--- src/rtl/cancid_stream_ctx_bank.sv ---
// cancid_stream_ctx_bank
//
// Per-stream context bank for one external regex matcher (finger_*).
// The bank saves the matcher's DFA state at the end of each packet and
// restores it at the start of the next packet on the same stream. It
// also keeps a saturating match counter per stream and a saturating
// aggregate counter.
//
// Packet flow: IDLE -> LOAD -> RUN -> COMMIT -> IDLE (4 cycles minimum).
//
// Handshake semantics: there is no backpressure anywhere. pkt_start, eop
// and rd_req are single-cycle qualifiers that are acted on in the cycle
// they are sampled high. pkt_start is only accepted in IDLE; elsewhere it
// raises err_pkt one cycle later. rd_req is accepted every cycle and is
// answered with rd_vld exactly one cycle later.
//
// Ports:
//   clk, rst          clock, synchronous active-high reset
//   pkt_start         new packet; sid/new_sid/enable sampled with it
//   sid, new_sid      stream id, "fresh stream" flag (start from state 0)
//   enable            regex enabled for this stream
//   eop               end of packet (acted on in RUN only)
//   m_state_out       matcher current state (saved in COMMIT)
//   m_accept          matcher accept pulse (counted in RUN only)
//   m_state_in(_vld)  state and load strobe to the matcher (LOAD cycle)
//   fired             current packet has matched (sticky)
//   busy              FSM not in IDLE
//   err_pkt           pkt_start seen outside IDLE (one-cycle pulse)
//   rd_req, rd_sid    counter read request
//   rd_vld, rd_count  read response, one cycle after rd_req
//   total_count       aggregate match count
//   dbg_state         FSM state for checkers / debug

module cancid_stream_ctx_bank #(
    parameter int STATE_W = 11,
    parameter int STREAMS = 64,
    parameter int SID_W   = 6,
    parameter int COUNT_W = 16
) (
    input  logic               clk,
    input  logic               rst,
    input  logic               pkt_start,
    input  logic [SID_W-1:0]   sid,
    input  logic               new_sid,
    input  logic               enable,
    input  logic               eop,
    input  logic [STATE_W-1:0] m_state_out,
    input  logic               m_accept,
    output logic [STATE_W-1:0] m_state_in,
    output logic               m_state_in_vld,
    output logic               fired,
    output logic               busy,
    output logic               err_pkt,
    input  logic               rd_req,
    input  logic [SID_W-1:0]   rd_sid,
    output logic               rd_vld,
    output logic [COUNT_W-1:0] rd_count,
    output logic [COUNT_W-1:0] total_count,
    output logic [1:0]         dbg_state
);

    typedef enum logic [1:0] {
        S_IDLE   = 2'd0,
        S_LOAD   = 2'd1,
        S_RUN    = 2'd2,
        S_COMMIT = 2'd3
    } state_t;

    localparam logic [COUNT_W-1:0] CNT_MAX = '1;

    state_t state;
    state_t state_nxt;

    // Storage
    logic [STATE_W-1:0] ctx_mem [STREAMS];
    logic [COUNT_W-1:0] cnt_mem [STREAMS];
    logic [STREAMS-1:0] vld_bits;

    // Packet context latched on an accepted pkt_start
    logic [SID_W-1:0]   lat_sid;
    logic               lat_new;
    logic               lat_en;   // enable and sid in range
    logic               lat_ok;   // sid in range

    logic [STATE_W-1:0] ctx_cur;
    logic               vld_cur;
    logic [COUNT_W-1:0] cnt_cur;
    logic [COUNT_W-1:0] cnt_nxt;
    logic [COUNT_W-1:0] total_nxt;
    logic [COUNT_W-1:0] rd_val;
    logic               commit_we;

    function automatic logic sid_ok(input logic [SID_W-1:0] s);
        return (32'(s) < 32'(STREAMS));
    endfunction

    // Next-state logic
    always_comb begin
        state_nxt = state;
        case (state)
            S_IDLE:   if (pkt_start) state_nxt = S_LOAD;
            S_LOAD:   state_nxt = S_RUN;
            S_RUN:    if (eop) state_nxt = S_COMMIT;
            S_COMMIT: state_nxt = S_IDLE;
            default:  state_nxt = S_IDLE;
        endcase
    end

    // Guarded reads of the per-stream entries selected by the latched sid.
    // Out-of-range ids never index the arrays.
    always_comb begin
        ctx_cur = '0;
        vld_cur = 1'b0;
        cnt_cur = '0;
        if (lat_ok) begin
            ctx_cur = ctx_mem[lat_sid];
            vld_cur = vld_bits[lat_sid];
            cnt_cur = cnt_mem[lat_sid];
        end
    end

    always_comb begin
        rd_val = '0;
        if (sid_ok(rd_sid)) rd_val = cnt_mem[rd_sid];
    end

    // Saturating increments by the sticky fired flag
    always_comb begin
        cnt_nxt   = cnt_cur;
        total_nxt = total_count;
        if (fired && (cnt_cur != CNT_MAX))     cnt_nxt   = cnt_cur + COUNT_W'(1);
        if (fired && (total_count != CNT_MAX)) total_nxt = total_count + COUNT_W'(1);
    end

    assign commit_we = (state == S_COMMIT) && lat_en;

    // Matcher load: a fresh stream or one never committed starts from 0.
    // The outputs are decoded from the state register, so they are
    // glitch-free and appear in the cycle after pkt_start.
    always_comb begin
        m_state_in     = '0;
        m_state_in_vld = 1'b0;
        if (state == S_LOAD) begin
            m_state_in_vld = 1'b1;
            m_state_in     = (lat_new || !vld_cur) ? '0 : ctx_cur;
        end
    end

    assign busy      = (state != S_IDLE);
    assign dbg_state = state;

    // Control, counters and read port
    always_ff @(posedge clk) begin
        if (rst) begin
            state       <= S_IDLE;
            lat_sid     <= '0;
            lat_new     <= 1'b0;
            lat_en      <= 1'b0;
            lat_ok      <= 1'b0;
            fired       <= 1'b0;
            err_pkt     <= 1'b0;
            vld_bits    <= '0;
            total_count <= '0;
            rd_vld      <= 1'b0;
            rd_count    <= '0;
            for (int i = 0; i < STREAMS; i++) cnt_mem[i] <= '0;
        end else begin
            state   <= state_nxt;
            err_pkt <= pkt_start && (state != S_IDLE);

            case (state)
                S_IDLE: begin
                    if (pkt_start) begin
                        lat_sid <= sid;
                        lat_new <= new_sid;
                        lat_ok  <= sid_ok(sid);
                        lat_en  <= enable && sid_ok(sid);
                        fired   <= 1'b0;
                    end
                end
                S_RUN: begin
                    if (m_accept) fired <= 1'b1;
                end
                S_COMMIT: begin
                    // A disabled (or out-of-range) packet leaves no trace.
                    if (!lat_en) fired <= 1'b0;
                end
                default: ;
            endcase

            if (commit_we) begin
                vld_bits[lat_sid] <= 1'b1;
                cnt_mem[lat_sid]  <= cnt_nxt;
                total_count       <= total_nxt;
            end

            // Read-first: rd_val samples cnt_mem before this edge's commit.
            rd_vld <= rd_req;
            if (rd_req) rd_count <= rd_val;
        end
    end

    // Context RAM: no reset, contents are qualified by vld_bits.
    always_ff @(posedge clk) begin
        if (commit_we) ctx_mem[lat_sid] <= m_state_out;
    end

endmodule

--- config.mk ---
export PLATFORM = sky130hd
export DESIGN_NAME = cancid_stream_ctx_bank
export DESIGN_NICKNAME = d
export VERILOG_FILES = /design/src/rtl/cancid_stream_ctx_bank.sv
export SDC_FILE = /design/constraint.sdc
export NUM_CORES = 2
export LEC_CHECK = 0
export BUFFER_PORTS_ARGS = -buffer_cell sky130_fd_sc_hd__buf_4
export CAP_MARGIN = 30
export CORE_ASPECT_RATIO = 0.75
export CORE_MARGIN = 10
export CORE_UTILIZATION = 42
export CTS_CLUSTER_SIZE = 12
export DETAILED_ROUTE_END_ITERATION = 7
export PLACE_DENSITY = 0.68
export SLEW_MARGIN = 30
export SYNTH_ARGS = -nofsm -noshare
export SYNTH_HDL_FRONTEND = slang
export SYNTH_SLANG_ARGS = --single-unit
export TNS_END_PERCENT = 10
--- constraint.sdc ---
create_clock -name clk -period 15.7 [get_ports clk]
set_input_delay 3.925 -clock clk [delete_from_list [all_inputs] [get_ports clk]]
set_output_delay 3.925 -clock clk [all_outputs]
set_load 0.01 [all_outputs]
==> results.yml <==
timing:
  final.period_utilization_pct: 57.5
  rsz0062_at_grt: "no"
  hold_viol: 0
  fmax_ghz: 0.111
  timing.setup.tns_ns: 0
  period_needed_ns: 9.03
  setup_viol: 0
  relSlewSlack_pct: 23.0
  worstMarginPinSlew_ns: 1.15
  slew_violations: 0
  finClkSkew_ns: 0.0531
place:
  dp.cells: 7696
  place_area_sq_um: 88700
  portBuffers: 80
  place.gp.congestion: 0.988
  dpl.hpwl_um: 182000
logic_synthesis:
  synth_edf_count: 1728
  ys_warn_count: 0
  ys_types: 89
  seq_area_frac_synth_pct: 63.2
  synth_nets: 5330
  synth.area.top_cells: "edfxtp_1 (60%), mux4_2 (20%), nor2_1 (3.9%), dfxtp_1 (2.7%), mux2i_1 (1.9%)"
  synth_cells: 5291
  synth_area_sq_um: 85800
  synth-main-ff-cell: "edfxtp_1"
  synth_most_common_cell: "edfxtp_1"
  yosys.area.top_type: "edfxtp_1"
  ys_top_cells_by_count: "edfxtp_1 (1728), nor2_1 (882), mux4_2 (772), clkbuf_1 (285), nor3_1 (283)"
  synth.avg_cell_area_sq_um: 16.2
  ys_ff_latch: 1844
  synth-async-reset-ratio_pct: 0
  synth.top_cell.area_share_pct: 60.5
critical_path:
  crit_buf_inv: 4
  worstSetupEndpointType: "output port"
  worstPathArrival_ns: 5.10
  crit_path_max_incr_delay_ns: 0.80
  required_ns: 11.77
  rrSetupSlack_ns: 8.16
  criticalPathCategory: "flop to output port"
  cp-start-kind: "flop"
  cpMostUsedCell: "mux4_2"
  cp_max_fo: 86
  crit_path_cell_trace: "buf_4 > buf_16 > buf_12 > mux4_2 > mux4_2 > mux4_2 > nor2b_1 > buf_4"
  slowest_stage: "dfxtp_4"
  path_delay_family: "multiplexers"
finish:
  fillCellCount: 17100
  stdcell_area_sq_um: 94700
  nets: 5245
  drive_above_1_share_pct: 27.2
  multi_input_area_sq_um: 29100
  final-instance-count-excl-fill: 8046
  layout.area.seq_sq_um: 54200
  area_growth_pct: 10.4
global_routing:
  antenna_found_initial: 25
  grt_pass1_vias: 51000
  track_usage_pct: 25.3
  grt_overflow: 0
  grt_max_degree: 117
  grt_pass1_wl_um: 403000
clock_network:
  clk_pin_slew_worst_paths_ns: 0.06
  post_cts_buffers: 0
  cts_resized: 0
  cts_buffers: 185
  cts_root_buf: "clkbuf_16"
  clock_latency_ns: 0.86
  cts_hold_buffers: 0
  clockBufferDepth: 3
  htreeDepth: 4
  clock_sinks: 1844
  cts_tree: "done"
pwr:
  ir_drop_v: 0.0000925
  comb_power_share_pct: 17.3
  pwr-share-seq_pct: 46.7
  power.switching_mw: 3.39
  swShare_pct: 28.4
  cellPowerDensity_nw_per_um2: 126
  p_clk_share_pct: 36.0
  power.internal_mw: 8.54
  leakagePower_nw: 29.5
routing:
  ant_nets: 0
  vias_per_cell: 6.66
  drc: 0
  vias: 53600
  routedWlPerCell_um: 36.0
  wl_um: 290000
  drt_first_pass_iters: 6
  drt_first_iter_violations: 9148
die:
  rows: 143
  die_area_sq_um: 223000
  die_w_um: 542
  fp.coreArea_sq_um: 203000
  io_pins: 81
  start_util_pct: 42.3
  die_y_um: 411
status:
  status: "finished clean"
hold_path:
  hold_path_class: "flop to flop"
job:
  drv_cap: 0
cell type report:
type,count,area share [%]
Antenna cell,14,0.0370
Clock buffer,280,5.40
Clock inverter,51,0.645
Inverter,41,0.164
Multi-Input combinational cell,2883,30.8
Sequential cell,1844,57.3
Tap cell,2682,3.55
Timing Repair Buffer,251,2.17
final timing paths:
kind	to	cells past startpoint	startpoint
min	lat_en	2	lat_en
min reg2reg	lat_en	2	lat_en
max reg2reg	cnt_mem[44][15]	15	flop
max	m_state_in[0]	8	flop
registers in the layout (all words and copies together) (netlist names), 2 cells and up, named ones only:
signal,count
cnt_mem,1024
ctx_mem,704
vld_bits,64
rd_count,16
total_count,16
lat_sid,6
dbg_state,2
layer usage:
| metal | GRT usage [%] | up-vias | part of all wire [%] |
|---|---|---|---|
| li1 | - | 20700 | - |
| met4 | 11.2 | 28 | 5.2 |
| met5 | 0.873 | - | 0.11 |
| met2 | 34.8 | 4541 | 42 |
| met3 | 11.8 | 733 | 17 |
| met1 | 34.1 | 27600 | 36 |
tightest hold or removal path: cells and delay by family, from the launching register on:
kind / cells / cell delay, ns
compound gates: 1 / 0.05
flops: 1 / 0.30
simple gates: 1 / 0.05
cells by family (layout without fill, tap and decap cells):
family / count (synthesis) / after routing / synth area share, %
other: 0 / 14 / 0
DFF: 1844 / 1844 / 63.2
muxes: 946 / 946 / 22.4
buffers and inverters: 564 / 623 / 3.24
adders and majority gates: 8 / 8 / 0.117
and+or+nand+nor: 1577 / 1577 / 8.25
AOI/OAI and AO/OA: 331 / 331 / 2.63
xor gates and xnor gates: 21 / 21 / 0.214
power groups by stage:
stage               combinational (mW)  clock (mW)  sequential (mW)
finish                            2.07        4.29             5.57
global placement                  1.94           0             5.67
detailed placement                1.97           0             5.67
CTS                               1.97        4.30             5.57
global route                      2.10        4.49             5.58
floorplan                         1.29           0             5.61
through the flow:
| stage | power (mW) | hold slack, ns | utilization (%) | setup slack, ns |
|---|---|---|---|---|
| 3_5_place_dp | 7.64 | 0.449 | 43.7 | 7.30 |
| 3_3_place_gp | 7.61 | 0.441 | 43.7 | 7.31 |
| 6_report | 11.9 | 0.454 | 46.7 | 6.67 |
| 2_1_floorplan | 6.90 | 0.432 | - | 8.01 |
| 5_1_grt | 12.2 | 0.481 | 46.6 | 6.37 |
| 4_1_cts | 11.8 | 0.457 | 46.5 | 6.40 |
cells in the final DEF, fill, tap and decap left out, drive strengths merged, types with 19 or more instances in the layout:
cell,synthesis,layout
clkinv,2,41
clkbuf,286,280
a22oi,64,64
mux2i,159,159
or3,41,41
dfxtp,116,116
nor3,288,288
o21ai,44,44
a21oi,118,118
buf,237,251
or2,67,67
nor2,893,893
inv,39,45
and2,19,19
mux4,774,774
edfxtp,1728,1728
nand2,138,138
nor2b,25,25
nand3,41,41
(Power assumes the default switching activity.)
